==> src/rtl/pipe_result_tracker.sv <==
// Destination/result tracking for EX -> MEM_REQ -> MEM_RESP -> WB, feeding the
// operand-forwarding selectors, plus load-use hazard stall generation and counting.
module pipe_result_tracker #(
    parameter int XLEN = 32
) (
    input  logic            clk,
    input  logic            rst,
    input  logic            hold_all,
    input  logic            flush,
    input  logic            id_valid,
    input  logic [4:0]      id_rd,
    input  logic [4:0]      id_rs1,
    input  logic [4:0]      id_rs2,
    input  logic            id_reg_we,
    input  logic            id_is_load,
    input  logic            id_uses_rs1,
    input  logic            id_uses_rs2,
    input  logic [XLEN-1:0] ex_alu_result,
    input  logic [XLEN-1:0] mem_resp_data,
    output logic [4:0]      ex_rd,
    output logic [4:0]      mem_req_rd,
    output logic [4:0]      mem_resp_rd,
    output logic [4:0]      wb_rd,
    output logic            ex_reg_we,
    output logic            mem_req_reg_we,
    output logic            mem_resp_reg_we,
    output logic            wb_reg_we,
    output logic [XLEN-1:0] mem_req_alu_result,
    output logic [XLEN-1:0] mem_resp_alu_result,
    output logic [XLEN-1:0] writeback,
    output logic            stall,
    output logic [31:0]     stall_count
);

    typedef struct packed {
        logic       valid;
        logic [4:0] rd;
        logic       we;
        logic       is_load;
    } ctl_t;

    typedef struct packed {
        ctl_t            ctl;
        logic [XLEN-1:0] result;
    } dat_t;

    typedef struct packed {
        logic            valid;
        logic [4:0]      rd;
        logic            we;
        logic [XLEN-1:0] result;
    } wb_t;

    ctl_t        ex_q, ex_d;
    dat_t        mreq_q, mreq_d;
    dat_t        mresp_q, mresp_d;
    wb_t         wb_q, wb_d;
    logic [31:0] cnt_q, cnt_d;
    logic        hazard;

    // A stage blocks decode only while it holds a load whose data is not yet in WB.
    function automatic logic load_match(input ctl_t s);
        return s.valid & s.we & s.is_load &
               ((id_uses_rs1 & (id_rs1 == s.rd)) | (id_uses_rs2 & (id_rs2 == s.rd)));
    endfunction

    always_comb begin
        hazard = id_valid & (load_match(ex_q) | load_match(mreq_q.ctl) | load_match(mresp_q.ctl));
        stall  = hazard & ~flush;
    end

    always_comb begin
        ex_d    = ex_q;
        mreq_d  = mreq_q;
        mresp_d = mresp_q;
        wb_d    = wb_q;
        cnt_d   = cnt_q;
        if (!hold_all) begin
            if (stall || flush) begin
                ex_d = '0;
            end else begin
                ex_d.valid   = id_valid;
                ex_d.rd      = id_rd;
                ex_d.we      = id_valid & id_reg_we & (id_rd != 5'd0);
                ex_d.is_load = id_is_load;
            end
            if (flush) begin
                mreq_d = '0;
            end else begin
                mreq_d.ctl    = ex_q;
                mreq_d.result = ex_alu_result;
            end
            mresp_d     = mreq_q;
            wb_d.valid  = mresp_q.ctl.valid;
            wb_d.rd     = mresp_q.ctl.rd;
            wb_d.we     = mresp_q.ctl.we;
            wb_d.result = mresp_q.ctl.is_load ? mem_resp_data : mresp_q.result;
            cnt_d       = cnt_q + {31'd0, stall};
        end
    end

    always_ff @(posedge clk) begin
        if (rst) begin
            ex_q    <= '0;
            mreq_q  <= '0;
            mresp_q <= '0;
            wb_q    <= '0;
            cnt_q   <= '0;
        end else begin
            ex_q    <= ex_d;
            mreq_q  <= mreq_d;
            mresp_q <= mresp_d;
            wb_q    <= wb_d;
            cnt_q   <= cnt_d;
        end
    end

    // Loads are only forwardable once their data has reached WB.
    always_comb begin
        ex_rd               = ex_q.rd;
        mem_req_rd          = mreq_q.ctl.rd;
        mem_resp_rd         = mresp_q.ctl.rd;
        wb_rd               = wb_q.rd;
        ex_reg_we           = ex_q.valid & ex_q.we & ~ex_q.is_load;
        mem_req_reg_we      = mreq_q.ctl.valid & mreq_q.ctl.we & ~mreq_q.ctl.is_load;
        mem_resp_reg_we     = mresp_q.ctl.valid & mresp_q.ctl.we & ~mresp_q.ctl.is_load;
        wb_reg_we           = wb_q.valid & wb_q.we;
        mem_req_alu_result  = mreq_q.result;
        mem_resp_alu_result = mresp_q.result;
        writeback           = wb_q.result;
        stall_count         = cnt_q;
    end

endmodule
==> config.mk <==
export PLATFORM = sky130hd
export DESIGN_NAME = pipe_result_tracker
export DESIGN_NICKNAME = d
export VERILOG_FILES = /design/src/rtl/pipe_result_tracker.sv
export SDC_FILE = /design/constraint.sdc
export NUM_CORES = 1
export LEC_CHECK = 0
export CAP_MARGIN = 20
export CORE_ASPECT_RATIO = 1.2
export CORE_MARGIN = 2
export CORE_UTILIZATION = 47
export DETAILED_ROUTE_END_ITERATION = 7
export GPL_ROUTABILITY_DRIVEN = 1
export HOLD_SLACK_MARGIN = 0.05
export PLACE_DENSITY_LB_ADDON = 0.1
export SYNTH_ARGS = -nofsm -noshare
export SYNTH_HDL_FRONTEND = slang
export SYNTH_SLANG_ARGS = --single-unit
==> constraint.sdc <==
create_clock -name clk -period 2.8 [get_ports clk]
set_clock_uncertainty 0.05 [all_clocks]
set_input_delay 0.56 -clock clk [delete_from_list [all_inputs] [get_ports clk]]
set_output_delay 0.56 -clock clk [all_outputs]
set_load 0.005 [all_outputs]
Word level (Yosys, flattened, before mapping):

Cells that the tools add are included.

* output and inout port bits: 153
* bits of input ports: 88
* register bits after elaboration: 159

* mux-type cells: 3
* equality and inequality tests: 6
* add/subtract/negate cells: 1
* bitwise operators: 32
* reductions and logical operators: 2

Operator list (number)
* 2-to-1 mux 40 bit: 1
* adder 32 x 1 -> 32 bit: 1
* 2-to-1 mux 32 bit: 1
* equality test 5 bit: 6
* AND 1 bit: 23
* 2-to-1 mux 8 bit: 1
* bitwise OR 1 bit: 5
* nonzero test 5 bit: 1
* NOT 1 bit: 4
* logical OR 1 bit: 1

Longest topological paths before layout:

* word-level depth: 10
* gate-level depth with buffers: 13
* depth with buffers taken out: 12

Worst setup path before layout:

OpenSTA, ideal clock, no wires.

* path type: input -> register
* from: input port id_rs1[0]
* to: register cnt_q[19], in the netlist stall_count[19]
* library setup time: 0.070 ns
* buffers on the path: 0
* required time: 2.680 ns
* cell stages on the path: 11
* arrival time: 2.561 ns
* slack: 0.118 ns
* path through: xnor2_1 > nand4_1 > o22ai_1 > nor2_1 > a21oi_1 > ha_1 > and2_1 > nand4_4 > or2_0 > or3_1 > a21oi_1

* cells in the longest elaborated chain, start to end: 9
* elaborated cells between the ends (all ways): 17
* those cells by class: add/sub (1); eq/ne (3); bitwise (13)

RTL lines
* start: declaration: line 12 `input logic [4:0] id_rs1,`
* equality test 5 bit: line 64 `((id_uses_rs1 & (id_rs1 == s.rd)) | (id_uses_rs2 & (id_rs2 == s.rd)));`
* AND 1 bit: line 64
* bitwise OR 1 bit: line 64
* AND 1 bit: line 63 `return s.valid & s.we & s.is_load &`
* bitwise OR 1 bit: line 68 `hazard = id_valid & (load_match(ex_q) | load_match(mreq_q.ctl) | load_match(mresp_q.ctl));`
* bitwise OR 1 bit (*): line 68
* AND 1 bit (*): line 68
* AND 1 bit (*): line 69 `stall = hazard & ~flush;`
* named net stall: line 31 `output logic stall,`
* adder 32 x 1 -> 32 bit (*): line 98 `cnt_d = cnt_q + {31'd0, stall};`
* end signal: assignment: line 114 `cnt_q <= cnt_d;`
* end: declaration: line 58 `logic [31:0] cnt_q, cnt_d;`

Mark *: on every way through the listed nets, which the timed path passes. The rest lies on a longest branch.
A chain may end at the register's enable or synchronous reset.

Worst setup path in the final report:

* from: input port id_rs2[1]
* to: output port stall

* cells in the longest elaborated chain, start to end: 8
* elaborated cells between the ends (all ways): 16
* those cells by class: eq/ne (3); bitwise (13)

RTL lines
* start: declaration: line 13 `input logic [4:0] id_rs2,`
* equality test 5 bit: line 64
* AND 1 bit: line 64
* bitwise OR 1 bit: line 64
* AND 1 bit: line 63
* bitwise OR 1 bit: line 68
* bitwise OR 1 bit (*): line 68
* AND 1 bit (*): line 68
* AND 1 bit (*): line 69
* end: declaration: line 31

Every way passes the cells marked *; elsewhere a longest branch is shown, timed or not.

==> run_results.csv <==
group,metric,value,unit
clock_tree,clk_path_buf_depth,2,
cells_and_area,multi_input_area,3240,µm²
placement,dp_cells,1140,
clock_tree,clk_pin_slew,0.06,ns
clock_tree,insertion_delay,0.41,ns
global_route,grt_max_degree,144,
cells_and_area,antennaDiodeCount,0,
worst_setup_path,worstSetupPathType,"in -> out",
floorplanning,initial_core_util,47.8,%
global_route,grt_pass1_vias,5698,
worst_setup_path,critPathMaxStageDelay,0.33,ns
worst_setup_path,path_buf_inv,2,
cells_and_area,areaGrowthSynthToFinish,33.2,%
worst_setup_path,arrival,1.95,ns
yosys,ys_ff_latch,159,
worst_setup_path,crit_path_frequent_cell,"dlygate4sd2_1",
worst_setup_path,worstSetupEndpointType,"output pin",
yosys,synthArstFlopShare,0,%
cells_and_area,utilization,63.7,%
yosys,synth.area.top_cells,"dfxtp_1, buf_4, mux2i_1",
yosys,synthFlopType,"dfxtp_1",
cells_and_area,seq_area,3180,µm²
clock_tree,cts_tree,"built",
floorplanning,chipHeight,142,µm
timing,min_period,2.56,ns
yosys,synth_edf_count,0,
drt,wire_per_inst,15.6,µm
cells_and_area,layout-drive-gt1-share,6.85,%
placement,dp_hpwl,13.0,mm
run,cap_violations,0,
drt,drtIter0Drc,304,
floorplanning,num_rows,50,
drt,drt_wl_total,18.2,mm
global_route,met3_usage,7.56,%
placement,portBuffers,240,
global_route,grt_use_total,21.3,%
yosys,synth_cells,834,
global_route,grt_overflow_total,0,
timing,relSlewSlack,56.2,%
cells_and_area,finalNonFillerCells,1172,
floorplanning,core_area,15600,µm²
clock_tree,holdBufCountCts,0,
timing,period_share,91.4,%
floorplanning,pin_count,241,
cells_and_area,fillCellCount,1314,
timing,timing.fmax,0.391,GHz
worst_setup_path,crit_slowest_cell,"a22oi_1",
drt,drc,0,
floorplanning,die_area,16900,µm²
pwr,vdd_drop_max,0.395,mV
global_route,grt.busiest_layer,"met2",
timing,finalHoldViolations,0,
drt,drtPass1Iterations,4,
global_route,grt_pass1_wl,28.9,mm
clock_tree,cts_sinks,159,
floorplanning,die_x,119,µm
yosys,seq_area_frac_synth,42.8,%
yosys,ys_warn_count,0,
worst_setup_path,start_kind,"primary input",
drt,postRouteAntennaNets,0,
yosys,synth_top_cell_by_area,"dfxtp_1",
pwr,p_leak,3.80,nW
clock_tree,root_buffer,"clkbuf_16",
cells_and_area,final_nets,1042,
worst_setup_path,reg2regPathDepth,12,
timing,slew_violations,0,
drt,viasPerCell,5.02,
yosys,synth_top_area_share,42.8,%
worst_hold_path,min_path_cells,2,
timing,setup_viol,0,
global_route,antenna_found_initial,2,
clock_tree,cts_buffers,17,
worst_setup_path,crit_fanout,3,
yosys,syn-mean-instance-area,8.93,µm²
yosys,synth_area,7440,µm²
worst_setup_path,required,2.19,ns
global_route,met1_usage,24.2,%
pwr,p_per_area,530,nW/µm²
pwr,finalPower,5.26,mW
timing,rsz0062_at_grt,"no",
yosys,synth_cell_types,39,
drt,routed-via-count,5878,
yosys,syn-num-nets,924,
status,run_status,"completed",
global_route,use_met2,37.4,%
worst_setup_path,path_cells,"dlygate4sd2_1 > xnor2_1 > and4_1 > a22oi_1 > a21oi_2 > dlygate4sd2_1",
worst_setup_path,path_depth,6,
timing,worstMarginPinSlew,0.657,ns
worst_hold_path,hold_class,"reg -> reg",
clock_tree,h-tree-depth,4,
placement,place.gp.congestion,0.891,
worst_setup_path,cp_top_family,"buffers and inverters",
## registers in the layout, summed over array words and instances (netlist names)
name / count
wb_q: 2
mem_resp_rd: 5
writeback: 32
mresp_q: 3
wb_rd: 5
stall_count: 32
mem_req_alu_result: 32
mem_req_rd: 5
mem_resp_alu_result: 32
ex_q: 3
mreq_q: 3
ex_rd: 5
## cells by family (layout without fill, tap and decap cells)
logic type	after synthesis	count (layout)	synth area share (%)
AOI/OAI and AO/OA	99	99	8.42
xor gates and xnor gates	54	54	6.35
adders and majority gates	2	2	0.336
buffers and inverters	164	294	14.3
DFF	159	159	42.8
muxes	81	81	10.9
and+or+nand+nor	275	275	16.9
## stage by stage
| stage | TNS, ns | instance area (µm²) | hold WS, ns | worst slack, ns |
|---|---|---|---|---|
| after floorplan | 0 | 7440 | 0.405 | 0.118 |
| after global placement | -9.48 | 9220 | 0.419 | -0.448 |
| after detailed placement | -11.69 | 9220 | 0.427 | -0.527 |
| after CTS | 0 | 9870 | 0.422 | 0.0118 |
| after global routing | 0 | 9920 | 0.427 | 0.0725 |
| final | 0 | 9920 | 0.436 | 0.241 |
## path summary, 6_finish.rpt
kind	slack [ns]	to	from
worst min register to register	0.44	writeback[3]$_SDFFE_PP0N_	writeback[3]$_SDFFE_PP0N_
worst max-delay path	0.24	stall	id_rs2[1]
worst min-delay path	0.44	writeback[3]$_SDFFE_PP0N_	writeback[3]$_SDFFE_PP0N_
worst max register to register	0.30	stall_count[26]$_SDFFE_PP0N_	ex_rd[0]$_SDFFE_PP0N_
## synthesized netlist by cell type (2+ instances only)
library cell	instances
a21oi_1	47
a22oi_1	39
a32oi_1	2
and2_1	3
and3_1	7
and4_1	6
buf_2	10
buf_4	117
clkbuf_1	35
dfxtp_1	159
ha_1	2
mux2i_1	81
nand2_1	13
nand3_1	15
nand4_1	7
nand4_4	2
nor2_1	195
nor3_1	2
nor3b_1	8
o21ai_0	6
o22ai_1	2
or3_1	7
xnor2_1	30
xor2_1	24
## power by group
part | internal, mW | switching (mW) | total (mW) | leakage [nW]
clock network | 1.60 | 0.876 | 2.48 | 0.308
registers | 2.30 | 0.0342 | 2.34 | 1.29
logic | 0.251 | 0.191 | 0.442 | 2.21
total | 4.16 | 1.10 | 5.26 | 3.80
## cell usage in the layout, fill, tap and decap left out, types with 2 or more instances in the layout
cell type	count
clkdlybuf4s50_1	227
bufinv_16	5
mux2i_1	81
buf_4	22
nor2_1	193
a22oi_1	39
nand4_4	2
nor3_4	2
o21ai_0	6
nor3_2	2
dlymetal6s2s_1	8
nand4_1	7
a21oi_1	46
xnor2_1	30
nor2_4	2
and4_1	6
a32oi_1	2
dlygate4sd2_1	3
clkbuf_1	3
nand2_1	13
dfxtp_1	158
and3_1	7
clkbuf_16	17
or3_1	7
clkinv_2	2
nand3_1	15
xor2_1	24
nor3b_1	8
and2_1	2
## final cells by class
class	count	area share, %
timing repair buffer	262	26.2
inverter	1	0.0378
clock buffer	21	4.54
sequential	159	32.1
clock inverter	10	1.87
multi-input combinational	511	32.7
tap	208	2.62
## per-layer routing
metal | vias to the layer above | share of wire, %
met3 | 28 | 6.4
li1 | 2909 | -
met5 | - | 0.15
met2 | 180 | 51
met4 | 4 | 1.6
met1 | 2757 | 41
## worst min-delay path, cell delays in order, from the launching register on
cell	delay, ns
dfxtp_1	0.32
a21oi_1	0.06
nor2_1	0.07
## repair_timing
| action | in CTS | in global routing |
|---|---|---|
| setup endpoints to repair | 16 | 21 |
| gates cloned | 0 | 0 |
| pin swaps | 0 | 1 |
| buffers inserted | 0 | 1 |
| resized for setup | 7 | 13 |
(Power assumes the default switching activity.)
